File: src/rtl/ext_b_resp_gen_ipa.sv
// AXI write-response generator: pairs accepted AW info with write-burst completions in order.
// Optional macro EXT_B_RESP_SLVERR_EN stores per-burst error flags and reports SLVERR on B.
module ext_b_resp_gen_ipa #(
    parameter int ID_WIDTH   = 4,
    parameter int USER_WIDTH = 6,
    parameter int DEPTH      = 4
) (
    input  logic                    clk_i,
    input  logic                    rst_ni,
    input  logic                    aw_valid_i,
    input  logic [ID_WIDTH-1:0]     aw_id_i,
    input  logic [USER_WIDTH-1:0]   aw_user_i,
    output logic                    aw_ready_o,
    input  logic                    wl_valid_i,
    input  logic                    wl_err_i,
    output logic                    wl_ready_o,
    output logic                    b_valid_o,
    output logic [1:0]              b_resp_o,
    output logic [ID_WIDTH-1:0]     b_id_o,
    output logic [USER_WIDTH-1:0]   b_user_o,
    input  logic                    b_ready_i,
    output logic [$clog2(DEPTH):0]  outstanding_o
);

    localparam int PTR_W = $clog2(DEPTH);
    localparam int CNT_W = PTR_W + 1;
    localparam int AW_W  = ID_WIDTH + USER_WIDTH;

    logic [AW_W-1:0]       aw_mem_q [DEPTH];
    logic [AW_W-1:0]       aw_mem_d [DEPTH];
    logic [PTR_W-1:0]      aw_wr_q, aw_wr_d, aw_rd_q, aw_rd_d;
    logic [CNT_W-1:0]      aw_cnt_q, aw_cnt_d;
    logic [CNT_W-1:0]      wl_cnt_q, wl_cnt_d;
    logic                  b_valid_q, b_valid_d;
    logic [ID_WIDTH-1:0]   b_id_q, b_id_d;
    logic [USER_WIDTH-1:0] b_user_q, b_user_d;

    logic                  aw_push, wl_push, load;
    logic [AW_W-1:0]       aw_head;

    assign aw_ready_o    = (aw_cnt_q != CNT_W'(DEPTH));
    assign wl_ready_o    = (wl_cnt_q != CNT_W'(DEPTH));
    assign aw_push       = aw_valid_i && aw_ready_o;
    assign wl_push       = wl_valid_i && wl_ready_o;
    // An entry pushed this cycle into an empty FIFO is forwarded straight to the B register.
    assign load          = ((aw_cnt_q != '0) || aw_push) && ((wl_cnt_q != '0) || wl_push)
                           && (!b_valid_q || b_ready_i);
    assign aw_head       = (aw_cnt_q == '0) ? {aw_id_i, aw_user_i} : aw_mem_q[aw_rd_q];

    assign b_valid_o     = b_valid_q;
    assign b_id_o        = b_id_q;
    assign b_user_o      = b_user_q;
    assign outstanding_o = aw_cnt_q + CNT_W'(b_valid_q);

    always_comb begin
        aw_mem_d = aw_mem_q;
        aw_wr_d  = aw_wr_q;
        aw_rd_d  = aw_rd_q;
        if (aw_push) begin
            aw_mem_d[aw_wr_q] = {aw_id_i, aw_user_i};
            aw_wr_d           = aw_wr_q + PTR_W'(1);
        end
        if (load) begin
            aw_rd_d = aw_rd_q + PTR_W'(1);
        end
        aw_cnt_d  = aw_cnt_q + CNT_W'(aw_push) - CNT_W'(load);
        wl_cnt_d  = wl_cnt_q + CNT_W'(wl_push) - CNT_W'(load);
        b_valid_d = b_valid_q;
        b_id_d    = b_id_q;
        b_user_d  = b_user_q;
        if (load) begin
            b_valid_d = 1'b1;
            b_id_d    = aw_head[AW_W-1:USER_WIDTH];
            b_user_d  = aw_head[USER_WIDTH-1:0];
        end else if (b_ready_i) begin
            b_valid_d = 1'b0;
        end
    end

    always_ff @(posedge clk_i or negedge rst_ni) begin
        if (!rst_ni) begin
            for (int i = 0; i < DEPTH; i++) begin
                aw_mem_q[i] <= '0;
            end
            aw_wr_q   <= '0;
            aw_rd_q   <= '0;
            aw_cnt_q  <= '0;
            wl_cnt_q  <= '0;
            b_valid_q <= 1'b0;
            b_id_q    <= '0;
            b_user_q  <= '0;
        end else begin
            aw_mem_q  <= aw_mem_d;
            aw_wr_q   <= aw_wr_d;
            aw_rd_q   <= aw_rd_d;
            aw_cnt_q  <= aw_cnt_d;
            wl_cnt_q  <= wl_cnt_d;
            b_valid_q <= b_valid_d;
            b_id_q    <= b_id_d;
            b_user_q  <= b_user_d;
        end
    end

`ifdef EXT_B_RESP_SLVERR_EN
    logic             err_mem_q [DEPTH];
    logic             err_mem_d [DEPTH];
    logic [PTR_W-1:0] wl_wr_q, wl_wr_d, wl_rd_q, wl_rd_d;
    logic [1:0]       b_resp_q, b_resp_d;
    logic             err_head;

    assign err_head = (wl_cnt_q == '0) ? wl_err_i : err_mem_q[wl_rd_q];
    assign b_resp_o = b_resp_q;

    always_comb begin
        err_mem_d = err_mem_q;
        wl_wr_d   = wl_wr_q;
        wl_rd_d   = wl_rd_q;
        b_resp_d  = b_resp_q;
        if (wl_push) begin
            err_mem_d[wl_wr_q] = wl_err_i;
            wl_wr_d            = wl_wr_q + PTR_W'(1);
        end
        if (load) begin
            wl_rd_d  = wl_rd_q + PTR_W'(1);
            b_resp_d = err_head ? 2'b10 : 2'b00;
        end
    end

    always_ff @(posedge clk_i or negedge rst_ni) begin
        if (!rst_ni) begin
            for (int i = 0; i < DEPTH; i++) begin
                err_mem_q[i] <= 1'b0;
            end
            wl_wr_q  <= '0;
            wl_rd_q  <= '0;
            b_resp_q <= 2'b00;
        end else begin
            err_mem_q <= err_mem_d;
            wl_wr_q   <= wl_wr_d;
            wl_rd_q   <= wl_rd_d;
            b_resp_q  <= b_resp_d;
        end
    end
`else
    // Without error reporting the completion FIFO degenerates to a counter.
    logic unused_err;
    assign unused_err = wl_err_i;
    assign b_resp_o   = 2'b00;
`endif

endmodule

File: config.mk
export PLATFORM = sky130hd
export DESIGN_NAME = ext_b_resp_gen_ipa
export DESIGN_NICKNAME = d
export VERILOG_FILES = /design/src/rtl/ext_b_resp_gen_ipa.sv
export SDC_FILE = /design/constraint.sdc
export NUM_CORES = 1
export LEC_CHECK = 0
export BUFFER_PORTS_ARGS = -buffer_cell sky130_fd_sc_hd__buf_2
export CORE_MARGIN = 4
export CORE_UTILIZATION = 30
export CTS_CLUSTER_SIZE = 30
export DETAILED_ROUTE_END_ITERATION = 6
export PLACE_DENSITY_LB_ADDON = 0.08
export SLEW_MARGIN = 30
export SYNTH_ARGS = -nofsm -noshare
export SYNTH_HDL_FRONTEND = slang
export SYNTH_SLANG_ARGS = --single-unit
File: constraint.sdc
create_clock -name clk_i -period 4.96 [get_ports clk_i]
set_clock_uncertainty 0.2 [all_clocks]
set_input_delay 1.24 -clock clk_i [delete_from_list [all_inputs] [get_ports clk_i]]
set_output_delay 1.24 -clock clk_i [all_outputs]
set_load 0.03 [all_outputs]
* After elaboration in Yosys (flattened, before gate mapping)
Index checks and enable logic that the tools add are counted.
** Word-level totals
- Bits in registers :: 61
- Latch bits :: 0
- RAM bits :: 0
- Bits in read-only memories :: 0
- Input port bits :: 16
- Output and inout port bits :: 18
- Logic and storage cells :: 47
- Memories kept :: 0
** Cells by class
- $add $sub $neg :: 7
- Multipliers :: 0
- Div/mod/pow operators :: 0
- $lt $le $gt $ge :: 3
- Equality and inequality tests :: 2
- Shift operators :: 0
- Muxes and demuxes :: 9
- Bitwise gates (word level) :: 2
- Reduce and logical (&&, ||, !) cells :: 13
** Operators by type and width (count)
- bitwise mux 40 bit :: 1
- two-way mux 10 bit :: 4
- binary-select mux 10 bit (select 2 bit) :: 1
- demux 10 bit (select 2 bit) :: 1
- adder 3 x 1 -> 3 bit :: 3
- >= comparator 3 bit (second input constant) :: 2
- != test 3 bit (second input constant) :: 2
- inverter 2 -> 3 bit :: 2
- nonzero test 3 bit :: 2
- subtractor 3 x 1 -> 3 bit :: 2
- logical AND 1 bit :: 5
- adder 2 x 1 -> 2 bit (second input constant) :: 2
- zero test 3 bit :: 1
- logical OR 1 bit :: 3
- less-than comparator 3 x 1 -> 1 bit (second input constant) :: 1
- two-way mux 1 bit :: 2
- nonzero test 2 bit :: 1
- zero test 1 bit :: 1

* Logic depth before layout (Yosys ltp)
Gate-level depths: netlist of the first run.
- Depth in word-level cells :: 6
- Gate-level depth with buffers :: 10
- Depth with buffers taken out :: 9

* Least setup slack after synthesis of the first run
Ideal clock, no wire load.
- Kind :: input port to flip-flop
- From :: in wl_valid_i
- To :: reg aw_cnt_q[2]
- Library setup time :: 0.126 ns
- Arrival time :: 3.095 ns
- Data required time :: 4.634 ns
- Setup slack :: 1.539 ns
- Stages on the path :: 10
- Path buffers :: 1
- Path through :: or4_4 > o211a_2 > buf_6 > ha_1 > inv_1 > ha_1 > inv_1 > fa_1 > xnor2_1 > xnor2_1
** On the way
- Cells in the longest elaborated chain, start to end :: 5
** Ends and longest elaborated chain
- start: declaration :: line 14 : input logic wl_valid_i,
- logical AND 1 bit :: line 44 : assign wl_push = wl_valid_i && wl_ready_o;
- logical OR 1 bit :: line 46 : assign load = ((aw_cnt_q != '0) || aw_push) && ((wl_cnt_q != '0) || wl_push)
- logical AND 1 bit :: line 46
- logical AND 1 bit :: line 47 : && (!b_valid_q || b_ready_i);
- subtractor 3 x 1 -> 3 bit :: line 66 : aw_cnt_d = aw_cnt_q + CNT_W'(aw_push) - CNT_W'(load);
- net aw_cnt_d[2] :: line 32 : logic [CNT_W-1:0] aw_cnt_q, aw_cnt_d;
- end signal: assignment :: line 96 : aw_cnt_q <= aw_cnt_d;
- end: declaration :: line 32
The timed path passes the listed nets, and every way through them passes these cells.
A chain may end at the register's enable or synchronous reset.

* Worst setup path after layout of the first run
Ends and elaborated chain as after synthesis.

==> results of run 1 <==
==> kinds of logic after synthesis <==
kind of cell               synth area share [%]
muxes                                     32.46
and+or+nand+nor                           3.293
xor gates and xnor gates                  2.395
DFF                                       52.18
AOI/OAI and AO/OA                        0.8980
other                                    0.1282
adders and majority gates                 5.646
buffers and inverters                     2.994
==> where the power goes <==
group	leakage (nW)	switching (W)	internal [W]	total (W)
combinational	0.687	0.000496	0.000625	0.00112
clock	0.0926	0.000181	0.000220	0.000401
sequential	0.719	0.000188	0.000761	0.000948
==> routing by layer <==
metal | GRT usage, % | up-vias | wire [µm]
met2 | 19.87 | 24 | 3122
met5 | 0 | - | 0
li1 | - | 734 | -
met3 | 3.672 | 6 | 232
met1 | 13.77 | 860 | 2640
met4 | 3.562 | 0 | 63
==> cell type report <==
type | instances | area, µm² | area share, %
repair buffers | 31 | 157.7 | 4.681
well taps | 129 | 161.4 | 4.792
multi-input cells | 109 | 1315 | 39.04
flip-flops and latches | 61 | 1526 | 45.32
clock inverters | 1 | 5.005 | 0.1486
inverters | 8 | 30.03 | 0.8915
clock buffers | 14 | 172.7 | 5.126
==> per-stage QoR <==
step	util [%]	total power, W	area [µm²]	std cells	worst slack (ns)
after floorplan	-	0.001841	2929	186	1.539
final	35.94	0.002471	3368	353	1.632
after global placement	34.05	0.002042	3191	338	1.313
after detailed placement	34.05	0.002112	3191	338	1.276
after global routing	35.94	0.002647	3368	353	1.516
after CTS	35.94	0.002525	3368	353	1.635
==> synthesized netlist by cell type <==
cell type and instances:
or4_4 1, inv_1 8, nand2b_1 1, nor2_1 1, o2111a_1 1, or3b_1 1, nand3_2 4, mux2_4 8
fa_1 2, xnor2_1 5, nand2_1 4, buf_2 1, xor2_1 3, mux2_2 53, or3_4 1, o21ai_0 1
dfrtp_1 61, buf_6 2, mux4_2 8, o211a_2 1, mux4_1 2, conb_1 1, buf_4 3, clkbuf_1 2
ha_1 10
==> final timing paths <==
kind / endpoint / startpoint / cells past startpoint
max in group asynchronous: aw_rd_q[0] / rst_ni / 2
min in group asynchronous: wl_cnt_q[1] / rst_ni / 1
setup / recovery: aw_cnt_q[2] / wl_valid_i / 10
hold reg to reg: aw_mem_q[22] / aw_mem_q[22] / 1
setup reg to reg: aw_cnt_q[2] / aw_cnt_q[1] / 9
hold / removal: aw_mem_q[22] / aw_mem_q[22] / 1
==> worst max-delay path: cells and delay by family <==
kind	cells	cell delay, ns
buffers and inverters	3	0.20
AOI/OAI and AO/OA	1	0.32
xor gates and xnor gates	2	0.27
and+or+nand+nor	1	0.43
adders and majority gates	3	0.85
==> sequential cells by signal (all words and copies together) (netlist names) <==
register,count
aw_mem_q,40
b_user_o,6
b_id_o,4
aw_cnt_q,3
wl_cnt_q,3
aw_rd_q,2
aw_wr_q,2
b_valid_o,1
==> reports/results.ini, run 1 <==
[run_status]
status = completed

[cells_and_area]
syn_to_final_growth_pct = 15.14
fillers = 918
layout_common_cells = dfrtp_1 (61), mux2_2 (53), buf_2 (30)
drive_above_1_share_pct = 53.57
final_common_cell = dfrtp_1
diodes = 0
nets = 248

[cts]
root_buffer = clkbuf_8
cts_tree = built
ctsHoldBuffers = 0
cts_setup_buffers = 0
cts.sinks = 61
clk_pin_slew_ns = 0.06
ctsResizeCount = 0
worstSkewPairLatency_ns = 0.32
cts_htree_levels = 3
cts_buffer_depth = 2
numCtsBuffers = 9

[synthesis]
avgSynthCellArea_um2 = 15.81
yosysTopAreaCell = dfrtp_1
ys_warn_count = 0
synth_top_area_share_pct = 52.18
ys_types = 25
netlist_area_um2 = 2925
synth.area.top_cells = dfrtp_1 (52%), mux2_2 (20%), mux4_2 (6.2%), ha_1 (4.3%), mux2_4 (4.1%)
ys_seq_elements = 61
synth-seq-area-share_pct = 52.18
synthCells = 185

[floorplanning]
dieArea_um2 = 11390
dieHeight_um = 106.7
start_util_pct = 31.21
ios = 34
core_um2 = 9371
num_rows = 35
die_x_um = 106.7

[critical_path]
worstPathMaxFanout = 13
required_ns = 4.96
critPathLaunchType = primary input
r2r_slack_ns = 1.96
cp_slowest_cell = or4_4
crit_type = primary input to flip-flop
end_kind = flip-flop
crit_chain = buf_2 -> or4_4 -> o211a_2 -> ha_1 -> inv_1 -> ha_1 -> inv_1 -> fa_1 -> xnor2_1 -> xnor2_1
cpPeakStageDelay_ns = 0.43
arrival_ns = 3.33

[global_route]
grt_pass1_wl_um = 9894
antenna_found_initial = 0
grt_pass1_vias = 1850
grt_usage_pct = 11.55
grt_overflow = 0
grt_max_degree = 32

[route]
viasPerCell = 4.601
post_drt_wl_per_cell_um = 17.16
vias = 1624
antenna_left = 0
drc = 0
finalWirelength_um = 6058
drt_iter0_drc = 56
firstDrtPassIters = 4

[timing]
fin_crit_sh_pct = 67.11
hold_viol = 0
fin_crit_ns = 3.328
grt_setup_unrepaired = false
holdWs_ns = 0.2985
tns_ns = 0
max_freq_mhz = 300.4
worstMarginPinSlew_ns = 0.7625
setup_viol = 0
slew_headroom_pct = 49.16
maxSlewViolCount = 0

[place]
io_buffers = 30
hpwl_um = 4047
place_congestion = 0.7414

[pwr]
p_per_area_nw_per_um2 = 733.5
ir_drop_uv = 250.9
p_leak_nw = 1.499

[flow_run]
maxCapViolations = 0

[worst_hold_path]
min_path_type = flip-flop to flip-flop

(Power assumes the default switching activity.)
==> inputs of run 2 (changes only) <==
==> constraint.sdc (replaced) <==
create_clock -name clk_i -period 3.45 [get_ports clk_i]
set_clock_uncertainty 0.2 [all_clocks]
set_input_delay 0.8625 -clock clk_i [delete_from_list [all_inputs] [get_ports clk_i]]
set_output_delay 0.8625 -clock clk_i [all_outputs]
set_load 0.03 [all_outputs]
==> run 2 against run 1 <==
Count of clock-buffer cells in the layout decreased by 4. Largest power group unchanged. Combinational power increased by 47%. Worst setup slack got worse by 1.1 ns. Via count increased by 1.1%.
==> reports/results.ini, run 2 (synthesized netlist as in run 1, its figures left out) <==
[timing]
worstMarginPinSlew_ns = 0.5985  ; -0.1640 ns
holdWs_ns = 0.09871  ; -0.1998 ns
fin_crit_sh_pct = 83.24
tns_ns = 0  ; unchanged
fin_crit_ns = 2.872
max_freq_mhz = 348.2
setup_viol = 0  ; unchanged
maxSlewViolCount = 0  ; unchanged
grt_setup_unrepaired = false
slew_headroom_pct = 60.10  ; +11 points
hold_viol = 0  ; unchanged

[cells_and_area]
fin_area_um2 = 3437  ; +2.0%
drive_above_1_share_pct = 55.26  ; +1.7 points
syn_to_final_growth_pct = 17.49
finalNonFillerCells = 357  ; +1.1%
diodes = 0  ; unchanged
final_common_cell = dfrtp_1
layout_common_cells = dfrtp_1 (61), mux2_2 (53), buf_2 (30)
nets = 251  ; +1.2%
max_flop_register = aw_mem_q
largest_reg_flops = 40  ; unchanged

[critical_path]
worstReg2RegStart = aw_cnt_q[1]
crit_type = flip-flop to flip-flop
r2r_slack_ns = 0.58  ; -1.38 ns
worstPathMaxFanout = 13  ; unchanged
end_kind = flip-flop
required_ns = 3.51  ; -1.45 ns
r2r-end = wl_cnt_q[2]
crit_end = wl_cnt_q[2]
reg2regPathDepth = 8  ; -1
cp_slowest_cell = or3_4
crit_start = aw_cnt_q[1]
crit_chain = or3_4 -> o211a_2 -> ha_1 -> inv_1 -> ha_1 -> fa_1 -> xnor2_1 -> xnor2_1
cp_top_family = adder cells
cpPeakStageDelay_ns = 0.54  ; +0.11 ns
critPathLaunchType = flip-flop
cp.depth = 8  ; -2
arrival_ns = 2.93  ; -0.40 ns
cp_num_buf_inv = 1  ; -2

[floorplanning]
ios = 34  ; unchanged
die_x_um = 106.7  ; unchanged
dieArea_um2 = 11390  ; unchanged
dieHeight_um = 106.7  ; unchanged
start_util_pct = 31.21  ; unchanged
core_um2 = 9371  ; unchanged
num_rows = 35  ; unchanged

[route]
dr_wl_met3_um = 221  ; -4.7%
drt_iter0_drc = 30  ; -46%
m1WireLength_um = 2627  ; -0.49%
finalWirelength_um = 6256  ; +3.3%
drc = 0  ; unchanged
viasPerCell = 4.599  ; about the same
post_drt_wl_per_cell_um = 17.52  ; +2.1%
vias = 1642  ; +1.1%
wl_met2_um = 3228  ; +3.4%
antenna_left = 0  ; unchanged
top_layer_used = met4
firstDrtPassIters = 3  ; -1

[cts]
worstSkewPairLatency_ns = 0.34  ; +0.02 ns
numCtsBuffers = 9  ; unchanged
cts_htree_levels = 3  ; unchanged
ctsResizeCount = 0  ; unchanged
cts.sinks = 61  ; unchanged
cts_buffer_depth = 2  ; unchanged
root_buffer = clkbuf_8
clk_pin_slew_ns = 0.07  ; about the same
ctsHoldBuffers = 0  ; unchanged
cts_setup_buffers = 0  ; unchanged
cts_tree = built

[worst_hold_path]
min_path_type = primary input to asynchronous set/reset pin

[pwr]
ir_drop_uv = 383.7  ; +53%
p_leak_nw = 1.533  ; +2.3%
p_per_area_nw_per_um2 = 1084  ; +48%

[place]
place_congestion = 0.6463  ; -13%
hpwl_um = 4311  ; +6.5%
placed_area_um2 = 3213  ; +0.71%
io_buffers = 30  ; unchanged
placed_cells = 341  ; +0.89%

[global_route]
grt_pass1_wl_um = 10320  ; +4.3%
grt_max_degree = 34  ; +6.3%
antenna_found_initial = 0  ; unchanged
grt_pass1_vias = 1888  ; +2.1%
grt_usage_pct = 12.11  ; +0.56 points
grt_overflow = 0  ; unchanged

[run_status]
status = completed

[flow_run]
maxCapViolations = 0  ; unchanged

## run 2: area by class of cell
type                            instances  area (µm²)
Tap cell                              129       161.4
Clock inverter                          6       86.33
Clock buffer                           10       137.6
Timing Repair Buffer                   34       180.2
Fill cell                             944        5934
Sequential cell                        61        1526
Multi-Input combinational cell        109        1315
Inverter                                8       30.03
## run 2: worst min path at each step
stage,slack [ns],from,end,cells past startpoint
final,0.1,rst_ni,aw_cnt_q[1],1
after global routing,0.08,rst_ni,aw_cnt_q[1],1
after CTS,0.09,rst_ni,aw_cnt_q[1],1
after detailed placement,0.29,aw_mem_q[6],aw_mem_q[6],1
after global placement,0.28,aw_mem_q[12],aw_mem_q[12],1
after floorplan,0.27,aw_mem_q[21],aw_mem_q[21],1
## run 2: routing by layer
layer,vias to the layer above,global-route usage (%)
li1,746,-
met1,852,14.72
met2,28,20.01
met3,16,2.769
met4,0,6.393
met5,-,0
## run 2: report_power, final
part	switching, W	internal [W]	total [W]
sequential	0.000264	0.00109	0.00136
clock	0.000291	0.000425	0.000716
combinational	0.000741	0.000913	0.00165
## run 2: per-stage QoR
step,worst slack (ns),util [%],total power (W)
floorplan,0.4061,-,0.002647
global placement,0.3299,34.29,0.002962
detailed placement,0.2976,34.29,0.003072
CTS,0.5491,36.68,0.003803
global route,0.4482,36.68,0.003984
finish,0.5784,36.68,0.003727
